[src/rtl/node_network_interface_if.sv]
// Bundles the PE-side and router-side flit, handshake, credit and error signals of the NI.
// The slave modport is the NI's view; the master modport is the environment driving it.
interface node_network_interface_if #(
  parameter int unsigned FLIT_W = 20
);
  logic [FLIT_W-1:0] pe_in_data;
  logic              pe_in_valid;
  logic              pe_in_ready;
  logic [FLIT_W-1:0] rt_out_data;
  logic              rt_out_valid;
  logic              rt_credit_in;
  logic [FLIT_W-1:0] rt_in_data;
  logic              rt_in_valid;
  logic              rt_credit_out;
  logic [FLIT_W-1:0] pe_out_data;
  logic              pe_out_valid;
  logic              pe_out_ready;
  logic              err_credit;
  logic              err_eject;

  modport slave (
    input  pe_in_data, pe_in_valid, rt_credit_in, rt_in_data, rt_in_valid, pe_out_ready,
    output pe_in_ready, rt_out_data, rt_out_valid, rt_credit_out, pe_out_data, pe_out_valid,
           err_credit, err_eject
  );

  modport master (
    output pe_in_data, pe_in_valid, rt_credit_in, rt_in_data, rt_in_valid, pe_out_ready,
    input  pe_in_ready, rt_out_data, rt_out_valid, rt_credit_out, pe_out_data, pe_out_valid,
           err_credit, err_eject
  );
endinterface

[src/rtl/node_network_interface.sv]
// Network interface between a router local port and its PE: injection FIFO with credit-based
// sending toward the router, FWFT ejection FIFO returning one credit per consumed flit.
module node_network_interface #(
  parameter int unsigned FLIT_W     = 20,
  parameter int unsigned INJ_DEPTH  = 8,
  parameter int unsigned EJ_DEPTH   = 4,
  parameter int unsigned RT_CREDITS = 4
) (
  input logic                    clk,
  input logic                    RST,
  node_network_interface_if.slave bus
);

  localparam int unsigned IAW = $clog2(INJ_DEPTH);
  localparam int unsigned EAW = $clog2(EJ_DEPTH);
  localparam int unsigned CW  = $clog2(RT_CREDITS + 1);

  localparam logic [CW-1:0]  CreditMax = CW'(RT_CREDITS);
  localparam logic [CW-1:0]  CreditOne = CW'(1);
  localparam logic [IAW:0]   InjOne    = (IAW + 1)'(1);
  localparam logic [EAW:0]   EjOne     = (EAW + 1)'(1);

  // Injection FIFO
  logic [FLIT_W-1:0] inj_mem [INJ_DEPTH];
  logic [IAW:0]      inj_wptr_q, inj_rptr_q;
  logic              inj_full, inj_empty, inj_push, send;

  // Ejection FIFO
  logic [FLIT_W-1:0] ej_mem [EJ_DEPTH];
  logic [EAW:0]      ej_wptr_q, ej_rptr_q;
  logic              ej_full, ej_empty, ej_push, ej_pop;

  logic [CW-1:0]     credit_q, credit_d;
  logic              err_credit_q, err_credit_d;
  logic              err_eject_q, err_eject_d;
  logic [FLIT_W-1:0] rt_out_data_q;
  logic              rt_out_valid_q;
  logic              rt_credit_out_q;

  // Full when pointers match in the low bits but differ in the wrap bit.
  assign inj_empty = (inj_wptr_q == inj_rptr_q);
  assign inj_full  = (inj_wptr_q[IAW] != inj_rptr_q[IAW]) &&
                     (inj_wptr_q[IAW-1:0] == inj_rptr_q[IAW-1:0]);
  assign ej_empty  = (ej_wptr_q == ej_rptr_q);
  assign ej_full   = (ej_wptr_q[EAW] != ej_rptr_q[EAW]) &&
                     (ej_wptr_q[EAW-1:0] == ej_rptr_q[EAW-1:0]);

  // Full status is taken before any same-cycle pop, so a pop never makes room this cycle.
  assign inj_push = bus.pe_in_valid & ~inj_full;
  assign send     = ~inj_empty & (credit_q != '0);
  assign ej_push  = bus.rt_in_valid & ~ej_full;
  assign ej_pop   = ~ej_empty & bus.pe_out_ready;

  always_comb begin
    credit_d     = credit_q;
    err_credit_d = err_credit_q;
    unique case ({send, bus.rt_credit_in})
      2'b10: credit_d = credit_q - CreditOne;
      2'b01: begin
        if (credit_q == CreditMax) err_credit_d = 1'b1;
        else                       credit_d     = credit_q + CreditOne;
      end
      default: ;
    endcase
  end

  assign err_eject_d = err_eject_q | (bus.rt_in_valid & ej_full);

  always_ff @(posedge clk) begin
    if (RST) begin
      inj_wptr_q      <= '0;
      inj_rptr_q      <= '0;
      ej_wptr_q       <= '0;
      ej_rptr_q       <= '0;
      credit_q        <= CreditMax;
      err_credit_q    <= 1'b0;
      err_eject_q     <= 1'b0;
      rt_out_data_q   <= '0;
      rt_out_valid_q  <= 1'b0;
      rt_credit_out_q <= 1'b0;
    end else begin
      if (inj_push) inj_wptr_q <= inj_wptr_q + InjOne;
      if (send) begin
        inj_rptr_q    <= inj_rptr_q + InjOne;
        rt_out_data_q <= inj_mem[inj_rptr_q[IAW-1:0]];
      end
      rt_out_valid_q  <= send;
      if (ej_push) ej_wptr_q <= ej_wptr_q + EjOne;
      if (ej_pop)  ej_rptr_q <= ej_rptr_q + EjOne;
      rt_credit_out_q <= ej_pop;
      credit_q        <= credit_d;
      err_credit_q    <= err_credit_d;
      err_eject_q     <= err_eject_d;
    end
  end

  // Storage needs no reset; pointers alone define what is valid.
  always_ff @(posedge clk) begin
    if (inj_push) inj_mem[inj_wptr_q[IAW-1:0]] <= bus.pe_in_data;
    if (ej_push)  ej_mem[ej_wptr_q[EAW-1:0]]   <= bus.rt_in_data;
  end

  assign bus.pe_in_ready   = ~inj_full;
  assign bus.rt_out_data   = rt_out_data_q;
  assign bus.rt_out_valid  = rt_out_valid_q;
  assign bus.rt_credit_out = rt_credit_out_q;
  assign bus.pe_out_data   = ej_mem[ej_rptr_q[EAW-1:0]];
  assign bus.pe_out_valid  = ~ej_empty;
  assign bus.err_credit    = err_credit_q;
  assign bus.err_eject     = err_eject_q;

endmodule

[src/flat_wrapper.sv]
// flat-port wrapper written by rule: the top's interface ports become plain ports
module node_network_interface_flat 
#(
  parameter int unsigned FLIT_W     = 20,
  parameter int unsigned INJ_DEPTH  = 8,
  parameter int unsigned EJ_DEPTH   = 4,
  parameter int unsigned RT_CREDITS = 4
)
  (clk, RST, bus_pe_in_data, bus_pe_in_valid, bus_rt_credit_in, bus_rt_in_data, bus_rt_in_valid, bus_pe_out_ready, bus_pe_in_ready, bus_rt_out_data, bus_rt_out_valid, bus_rt_credit_out, bus_pe_out_data, bus_pe_out_valid, bus_err_credit, bus_err_eject);
  node_network_interface_if #(.FLIT_W(FLIT_W)) bus_i ();
  input logic clk;
  input logic RST;
  input wire logic [$bits(bus_i.pe_in_data)-1:0] bus_pe_in_data;
  input wire logic [$bits(bus_i.pe_in_valid)-1:0] bus_pe_in_valid;
  input wire logic [$bits(bus_i.rt_credit_in)-1:0] bus_rt_credit_in;
  input wire logic [$bits(bus_i.rt_in_data)-1:0] bus_rt_in_data;
  input wire logic [$bits(bus_i.rt_in_valid)-1:0] bus_rt_in_valid;
  input wire logic [$bits(bus_i.pe_out_ready)-1:0] bus_pe_out_ready;
  output wire logic [$bits(bus_i.pe_in_ready)-1:0] bus_pe_in_ready;
  output wire logic [$bits(bus_i.rt_out_data)-1:0] bus_rt_out_data;
  output wire logic [$bits(bus_i.rt_out_valid)-1:0] bus_rt_out_valid;
  output wire logic [$bits(bus_i.rt_credit_out)-1:0] bus_rt_credit_out;
  output wire logic [$bits(bus_i.pe_out_data)-1:0] bus_pe_out_data;
  output wire logic [$bits(bus_i.pe_out_valid)-1:0] bus_pe_out_valid;
  output wire logic [$bits(bus_i.err_credit)-1:0] bus_err_credit;
  output wire logic [$bits(bus_i.err_eject)-1:0] bus_err_eject;
  assign bus_i.pe_in_data = bus_pe_in_data;
  assign bus_i.pe_in_valid = bus_pe_in_valid;
  assign bus_i.rt_credit_in = bus_rt_credit_in;
  assign bus_i.rt_in_data = bus_rt_in_data;
  assign bus_i.rt_in_valid = bus_rt_in_valid;
  assign bus_i.pe_out_ready = bus_pe_out_ready;
  assign bus_pe_in_ready = bus_i.pe_in_ready;
  assign bus_rt_out_data = bus_i.rt_out_data;
  assign bus_rt_out_valid = bus_i.rt_out_valid;
  assign bus_rt_credit_out = bus_i.rt_credit_out;
  assign bus_pe_out_data = bus_i.pe_out_data;
  assign bus_pe_out_valid = bus_i.pe_out_valid;
  assign bus_err_credit = bus_i.err_credit;
  assign bus_err_eject = bus_i.err_eject;
  node_network_interface #(.FLIT_W(FLIT_W), .INJ_DEPTH(INJ_DEPTH), .EJ_DEPTH(EJ_DEPTH), .RT_CREDITS(RT_CREDITS)) u_core (.clk(clk), .RST(RST), .bus(bus_i));
endmodule
[config.mk]
export PLATFORM = sky130hd
export DESIGN_NAME = node_network_interface_flat
export DESIGN_NICKNAME = d
export VERILOG_FILES = /design/src/rtl/node_network_interface_if.sv /design/src/rtl/node_network_interface.sv /design/src/flat_wrapper.sv
export SDC_FILE = /design/constraint.sdc
export NUM_CORES = 1
export LEC_CHECK = 0
export ABC_AREA = 0
export BUFFER_PORTS_ARGS = -buffer_cell sky130_fd_sc_hd__buf_2
export CAP_MARGIN = 25
export CORE_MARGIN = 3
export CORE_UTILIZATION = 59
export CTS_CLUSTER_SIZE = 30
export DETAILED_ROUTE_END_ITERATION = 8
export PLACE_DENSITY_LB_ADDON = 0.08
export REMOVE_ABC_BUFFERS = 1
export SYNTH_ARGS = -nofsm -noshare
export SYNTH_HDL_FRONTEND = slang
export SYNTH_SLANG_ARGS = --single-unit
export TNS_END_PERCENT = 5
[constraint.sdc]
create_clock -name clk -period 3.5 [get_ports clk]
set_clock_uncertainty 0.1 [all_clocks]
set_input_delay 0.175 -clock clk [delete_from_list [all_inputs] [get_ports clk]]
set_output_delay 0.175 -clock clk [all_outputs]
set_load 0.005 [all_outputs]
Yosys cells after proc, flatten, opt, wreduce, memory -nomap -nowiden
Memory sizes are Yosys's and may differ from the RTL's. A register that Yosys moved wholly into a read port is not among the register bits. Cells that the tools add are included. Widths: inputs -> output; s select.

Bitwise operators: 10. Equality and inequality tests: 10. Reductions and logical operators: 6. Add/subtract/negate cells: 6. Mux-type cells: 8.

Operator list (count): $add 3x1->3 const B (3); $add 4x1->4 const B (2); $eq 3x3->1 (2); $pmux 3 s2 (1); $and 1x1->1 (5); $eq 4x4->1 (1); $mux 1 (4); $mux 2 (2); $not 1->1 (4); $reduce_and 2->1 (2); $eq 3x3->1 const B (1); $mux 3 (1); $reduce_bool 3->1 (1); $sub 3x1->3 const B (1); $eq 2x1->1 const B (1); $eq 2x2->1 (1); $eq 2x2->1 const B (1); $logic_and 1x1->1 (2); $ne 1x1->1 (2); $ne 2x2->1 const B (1); $reduce_bool 2->1 (1); $or 1x1->1 (1).

Input port bits: 46. RAM bits: 240. Memories kept: 2. Flip-flop bits (word level): 21. Logic and storage cells: 51.

Memory list: u_core.inj_mem (words 8, width 20, rd ports 1, clocked after Yosys merged registers in 1, wr ports 1, RTL line node_network_interface.sv:24) `logic [FLIT_W-1:0] inj_mem [INJ_DEPTH];`; u_core.ej_mem (words 4, width 20, rd ports 1, clocked after Yosys merged registers in 1, wr ports 1, RTL line node_network_interface.sv:29) `logic [FLIT_W-1:0] ej_mem [EJ_DEPTH];`.

Logic depth before layout (Yosys ltp)
Gate-level depths: netlist of run 1.

Word-level depth: 6. Mapped depth: 10. Gate-level depth less buffers: 8.

Worst setup path after synthesis of run 1
Ideal clock, no wire load.

Path kind: register -> register. Start point: register u_core.inj_rptr_q[1]. End point: memory u_core.inj_mem[0][0], enable pin. Slack: 0.365 ns. Data required time: 2.978 ns. Period minus slack after synthesis: 3.135 ns. Path buffers: 1. Cell stages (with the launch flop): 6. Arrival time: 2.613 ns. Cell sequence: dfxtp_1 -> buf_6 -> xor2_2 -> o41ai_4 -> or2_2 -> nor3_1.

Cells in the longest elaborated chain, start to end: 6.

RTL lines: from (decl) (RTL line node_network_interface.sv:25) `logic [IAW:0] inj_wptr_q, inj_rptr_q;`; from (signal assigned) (RTL line node_network_interface.sv:84) `inj_rptr_q <= inj_rptr_q + InjOne;`; $eq 3x3->1 (RTL line node_network_interface.sv:43) `(inj_wptr_q[IAW-1:0] == inj_rptr_q[IAW-1:0]);`; $logic_and 1x1->1 (RTL line node_network_interface.sv:42) `assign inj_full = (inj_wptr_q[IAW] != inj_rptr_q[IAW]) &&`; $not 1->1 (RTL line node_network_interface.sv:49) `assign inj_push = bus.pe_in_valid & ~inj_full;`; $and 1x1->1 (RTL line node_network_interface.sv:49); $mux 1 (RTL line node_network_interface.sv:99) `if (inj_push) inj_mem[inj_wptr_q[IAW-1:0]] <= bus.pe_in_data;`; $mux 1 (implied by the code) (RTL line node_network_interface.sv:99); to (decl) (RTL line node_network_interface.sv:24).

Every way passes these cells.

Final worst setup path of run 1
Start point: register u_core.inj_wptr_q[0]. End point: register u_core.credit_q[2].

Cells in the longest elaborated chain, start to end: 6. Elaborated cells between the ends (all ways): 9. Those cells by class: 4 x eq/ne; 1 x mux; 2 x bitwise; 2 x reduce/logical.

RTL lines: from (decl) (RTL line node_network_interface.sv:25); from (signal assigned) (RTL line node_network_interface.sv:82) `if (inj_push) inj_wptr_q <= inj_wptr_q + InjOne;`; $eq 4x4->1 * (RTL line node_network_interface.sv:41) `assign inj_empty = (inj_wptr_q == inj_rptr_q);`; $not 1->1 * (RTL line node_network_interface.sv:50) `assign send = ~inj_empty & (credit_q != '0);`; $and 1x1->1 * (RTL line node_network_interface.sv:50); $eq 2x1->1 / $eq 2x2->1 (equally long branches) (RTL line node_network_interface.sv:57) `unique case ({send, bus.rt_credit_in})`; $ne 2x2->1 (no line) / $reduce_bool 2->1 (equally long branches); $reduce_and 2->1 (no line); to (signal assigned) (RTL line node_network_interface.sv:75) `credit_q <= CreditMax;`; to (signal assigned) (RTL line node_network_interface.sv:91) `credit_q <= credit_d;`; to (decl) (RTL line node_network_interface.sv:33) `logic [CW-1:0] credit_q, credit_d;`.

Every way passes the cells marked *; elsewhere a longest branch is shown, timed or not. A chain may end at the register's enable or synchronous reset.

==> results.sh, run 1 <==
export IMPL_status="completed"
export IMPL_synth_cells=580
export IMPL_post_cts_setup_buffers=0
export IMPL_grt_max_degree=46
export IMPL_syn2layout_area_growth_pct=19.5
export IMPL_vias=5823
export IMPL_drive_gt1_frac=0.306
export IMPL_min_from="RST"
export IMPL_cts_sinks=283
export IMPL_worstSetupStartpoint="u_core.inj_wptr_q[0]$_SDFFE_PP0P_"
export IMPL_antenna_cells=0
export IMPL_end_kind="register"
export IMPL_synthArstFlopShare=0
export IMPL_postRouteAntennaNets=0
export IMPL_synth_common_cells="edfxtp_1 (240), mux4_2 (60), nand2_1 (46)"
export IMPL_gp_congestion=0.734
export IMPL_reg2reg_from="u_core.inj_wptr_q[0]$_SDFFE_PP0P_"
export IMPL_drt_pass1_iterations=4
export IMPL_maxSlewViolCount=0
export IMPL_worst_slack_ns=0.502
export IMPL_path_clk_slew_ns=0.06
export IMPL_ir_drop_mv=0.456
export IMPL_post_dp_cell_area_um2=11600
export IMPL_viasPerCell=5.96
export IMPL_hold_viol=0
export IMPL_drc_errors=0
export IMPL_rsz0062_at_grt="no"
export IMPL_die_height_um=142
export IMPL_cts_htree_levels=1
export IMPL_grt_usage=0.214
export IMPL_dieArea_um2=20200
export IMPL_ys_types=43
export IMPL_cts_buffers=28
export IMPL_maxCapViolations=0
export IMPL_fmax_mhz=334
export IMPL_clk_path_buf_depth=3
export IMPL_wirelength_um=21300
export IMPL_reg2reg_slack_ns=0.50
export IMPL_cts_hold_fix_buffers=44
export IMPL_ys_warn_count=0
export IMPL_pin_count=92
export IMPL_drtIter0Drc=421
export IMPL_synth_area_leader_cell="edfxtp_1"
export IMPL_whs_ns=0.184
export IMPL_core_area_um2=18100
export IMPL_numPortBuffers=91
export IMPL_synth_area_leaders="edfxtp_1 (66%), mux4_2 (12%), dfxtp_1 (7.9%), a311oi_1 (1.6%), nand2_1 (1.6%)"
export IMPL_power_mw=9.01
export IMPL_min_period_ns=3.00
export IMPL_tightest_slew_ns=0.982
export IMPL_finalNetCount=781
export IMPL_start_util=0.604
export IMPL_synth_top_area_share=0.660
export IMPL_clk_latency_ns=0.53
export IMPL_grt_antenna_before_repair=0
export IMPL_setup_viol=0
export IMPL_utilization=0.721
export IMPL_grt_first_pass_wirelength_um=33100
export IMPL_path_class="reg -> reg"
export IMPL_syn_area_um2=10900
export IMPL_synth_main_ff_cell="edfxtp_1"
export IMPL_fin_tns_setup_ns=0
export IMPL_powerDensity_nw_per_um2=691
export IMPL_ys_seq_area_frac=0.739
export IMPL_wire_per_inst_um=21.8
export IMPL_syn_area_per_cell_um2=18.8
export IMPL_yosysMostFrequentCell="edfxtp_1"
export IMPL_finalNonFillerCells=977
export IMPL_grt_ovfl_total=0
export IMPL_grt_pass1_vias=6092
export IMPL_worstPathArrival_ns=3.37
export IMPL_root_buffer="clkbuf_16"
export IMPL_dp_slack_ns=0.508
export IMPL_cts_resized=0
export IMPL_hp_class="in -> reg"
export IMPL_relSlewSlack=0.345
export IMPL_dp_hpwl_um=12000
export IMPL_worstPathMaxFanout=9
export IMPL_die_w_um=142
export IMPL_start_kind="register"
export IMPL_leakagePower_nw=4.49
export IMPL_ys_ff_latch=283
export IMPL_place_inst=882
export IMPL_period_share=0.857
export IMPL_cp_data_required_time_ns=3.87
export IMPL_synth_edf_count=240
export IMPL_rows=49
export IMPL_tritoncts="built"
export IMPL_final_area_um2=13000
[state kept, by name (all words and copies together), names as in the netlist, named ones only]
name / flops
u_core.bus.rt_out_data: 20
u_core.ej_mem: 80
u_core.bus.err_eject: 1
u_core.bus.rt_credit_out: 1
u_core.ej_rptr_q: 3
u_core.inj_mem: 160
u_core.inj_wptr_q: 4
u_core.inj_rptr_q: 4
u_core.bus.err_credit: 1
u_core.credit_q: 3
u_core.bus.rt_out_valid: 1
u_core.ej_wptr_q: 3
[worst paths after layout]
path,endpoint,depth (start not counted)
min reg2reg,u_core.bus.err_eject$_SDFF_PP0_,2
min,u_core.bus.rt_credit_out$_SDFF_PP0_,2
max,u_core.credit_q[2]$_SDFFE_PP1P_,8
max reg2reg,u_core.credit_q[2]$_SDFFE_PP1P_,8
[routing by layer]
layer / part of all wire / GRT usage / vias up
met5: 0 / 0 / -
met4: 0.016 / 0.0596 / 0
met3: 0.052 / 0.0336 / 34
met2: 0.53 / 0.384 / 179
met1: 0.40 / 0.273 / 2991
li1: - / - / 2619
[power breakdown]
group | total, mW | switching, mW | leakage (nW) | internal, mW
clock network | 3.09 | 1.17 | 0.465 | 1.92
registers | 4.04 | 0.139 | 2.54 | 3.90
logic | 1.88 | 1.00 | 1.48 | 0.877
total | 9.01 | 2.32 | 4.49 | 6.70
[cells by family (layout without fill, tap and decap cells)]
| family | count (synthesis) | after routing | share of synthesized area |
|---|---|---|---|
| muxes | 65 | 65 | 0.128 |
| DFF | 283 | 283 | 0.739 |
| and+or+nand+nor | 101 | 101 | 0.0442 |
| xor gates and xnor gates | 15 | 15 | 0.0151 |
| buffers and inverters | 41 | 209 | 0.0187 |
| AOI/OAI and AO/OA | 67 | 67 | 0.0446 |
| adders and majority gates | 8 | 8 | 0.00986 |
[critical path, stage by stage, from the launching register on]
cell	delay, ns
dfxtp_1	0.62
xor2_4	0.17
or4_1	0.57
nand2_1	0.14
nand2_1	0.09
fa_1	0.50
or4_1	0.51
mux2i_1	0.13
a211o_1	0.11
[area by class of cell]
| type | instances | area (um^2) |
|---|---|---|
| Clock inverter | 13 | 190 |
| Timing Repair Buffer | 153 | 1030 |
| Inverter | 5 | 18.8 |
| Clock buffer | 38 | 779 |
| Sequential cell | 283 | 8070 |
| Multi-Input combinational cell | 256 | 2670 |
| Tap cell | 229 | 287 |
| Fill cell | 1090 | 5040 |
[placed cells by master (no fill, tap or decap), types with 3 or more instances in the layout]
cell type,instances
edfxtp_1,240
buf_2,91
mux4_2,60
nand2_1,46
dlygate4sd3_1,44
dfxtp_1,41
clkbuf_16,29
a21oi_1,28
a311oi_1,20
buf_4,18
nor2_1,16
xor2_1,8
nor2_2,7
ha_1,7
clkbuf_1,7
inv_1,5
or3_1,5
mux2i_1,5
bufinv_16,5
or4_1,4
xnor2_1,4
nand2b_1,4
nand3_1,4
and2_1,4
o21ai_0,4
clkinv_1,4
o31ai_1,3
Power figures use the tool's default switching activity.
==> inputs of run 2 (changes only) <==
Settings changed: CORE_UTILIZATION 59 to 61.
Clock period 3.5 ns to 3.6 ns, I/O delays scaled along.
==> run 2 against run 1 <==
  * Non-clock buffer count unchanged
  * Utilization up 2.1 points
  * Setup slack better by 0.083 ns
  * Sequential share of layout area up 0.56 points
  * Cell count down 0.61%
  * Global-route usage up 1.3 points
  * Die area down 3.1%
  * Maximum frequency down 0.57%
  * Critical endpoint unchanged
==> results.sh, run 2 (synthesis results as in run 1) <==
export IMPL_vias=5802
export IMPL_relSlewSlack=0.325
export IMPL_path_cells="xor2_4 -> or4_1 -> nand2_1 -> nand2_1 -> fa_1 -> or4_1 -> mux2i_1 -> a211o_1"
export IMPL_cpLargestDelayFamily="simple AND/OR/NAND/NOR gates"
export IMPL_cts_htree_levels=1
export IMPL_core_area_um2=17400
export IMPL_pin_count=92
export IMPL_worstPathArrival_ns=3.38
export IMPL_clk_path_buf_depth=3
export IMPL_start_util=0.627
export IMPL_path_depth=8
export IMPL_critPathBufInv=0
export IMPL_utilization=0.742
export IMPL_tightest_slew_ns=1.01
export IMPL_hp_class="in -> reg"
export IMPL_syn2layout_area_growth_pct=18.4
export IMPL_end_kind="register"
export IMPL_final_cell_mix="edfxtp_1 (240), buf_2 (91), mux4_2 (60)"
export IMPL_period_share=0.838
export IMPL_clk_latency_ns=0.52
export IMPL_hold_viol=0
export IMPL_place_inst=879
export IMPL_fmax_mhz=332
export IMPL_reg2reg_depth=8
export IMPL_path_class="reg -> reg"
export IMPL_drtIter0Drc=300
export IMPL_nFillCells=1046
export IMPL_tritoncts="built"
export IMPL_cts_sinks=283
export IMPL_drive_gt1_frac=0.304
export IMPL_setup_viol=0
export IMPL_hold_depth=3
export IMPL_cts_resized=0
export IMPL_viasPerCell=5.98
export IMPL_root_buffer="clkbuf_16"
export IMPL_ir_drop_mv=0.529
export IMPL_antenna_cells=0
export IMPL_leakagePower_nw=4.45
export IMPL_dp_hpwl_um=12500
export IMPL_finalNetCount=780
export IMPL_postRouteAntennaNets=0
export IMPL_whs_ns=0.0278
export IMPL_grt_max_degree=46
export IMPL_cp_data_required_time_ns=3.97
export IMPL_slowest_stage="dfxtp_1"
export IMPL_drc_errors=0
export IMPL_grt_first_pass_wirelength_um=34500
export IMPL_cts_buffers=27
export IMPL_largest_register_ffs=160
export IMPL_dieArea_um2=19500
export IMPL_worstPathMaxFanout=9
export IMPL_finalNonFillerCells=971
export IMPL_cts_hold_fix_buffers=43
export IMPL_wirelength_um=21600
export IMPL_layout_commonest_cell="edfxtp_1"
export IMPL_rsz0062_at_grt="no"
export IMPL_rows=48
export IMPL_post_cts_setup_buffers=0
export IMPL_wire_per_inst_um=22.3
export IMPL_die_w_um=140
export IMPL_status="completed"
export IMPL_final_area_um2=12900
export IMPL_maxSlewViolCount=0
export IMPL_grt_pass1_vias=6187
export IMPL_gp_congestion=0.741
export IMPL_start_kind="register"
export IMPL_power_mw=8.47
export IMPL_grt_ovfl_total=0
export IMPL_drt_pass1_iterations=5
export IMPL_numPortBuffers=91
export IMPL_die_height_um=140
export IMPL_min_period_ns=3.02
export IMPL_maxCapViolations=0
export IMPL_cpPeakStageDelay_ns=0.64
export IMPL_path_clk_slew_ns=0.06
export IMPL_post_dp_cell_area_um2=11600
export IMPL_grt_antenna_before_repair=0
export IMPL_grt_usage=0.227
export IMPL_powerDensity_nw_per_um2=655
run 2: metal layers:
metal | GRT usage | part of all wire
met5 | 0 | 0
met2 | 0.409 | 0.53
met3 | 0.0351 | 0.061
met4 | 0.0602 | 0.017
met1 | 0.290 | 0.39
run 2: final timing paths:
path | slack [ns] | endpoint | startpoint
worst max-delay path | 0.58 | u_core.credit_q[2]$_SDFFE_PP1P_ | u_core.inj_wptr_q[0]$_SDFFE_PP0P_
worst min-delay path | 0.03 | u_core.credit_q[0]$_SDFFE_PP0P_ | bus_rt_credit_in
worst max register to register | 0.58 | u_core.credit_q[2]$_SDFFE_PP1P_ | u_core.inj_wptr_q[0]$_SDFFE_PP0P_
worst min register to register | 0.39 | u_core.bus.err_credit$_SDFFE_PP0P_ | u_core.bus.err_credit$_SDFFE_PP0P_
run 2: layout make-up:
| type | count | area [um^2] | share of cell area |
|---|---|---|---|
| Clock buffer | 39 | 751 | 0.0581 |
| Sequential cell | 283 | 8070 | 0.624 |
| Multi-Input combinational cell | 256 | 2670 | 0.206 |
| Clock inverter | 10 | 96.3 | 0.00745 |
| Timing Repair Buffer | 153 | 1040 | 0.0805 |
| Inverter | 5 | 18.8 | 0.00145 |
| Tap cell | 225 | 282 | 0.0218 |
run 2: metrics by stage:
stage,TNS (ns),setup slack [ns]
3_5_place_dp,0,0.618
3_3_place_gp,0,0.709
4_1_cts,0,0.593
6_report,0,0.584
5_1_grt,0,0.404
2_1_floorplan,-73.83,-1.11
run 2: where the power goes:
part	switching [mW]	internal [mW]	total [mW]
Sequential	0.134	3.79	3.92
Combinational	0.986	0.857	1.84
Clock	1.12	1.58	2.70
run 2: worst min-delay path, stage by stage:
cell and delay (ns):
buf_2 0.18, xnor2_1 0.16, a2111oi_1 0.08
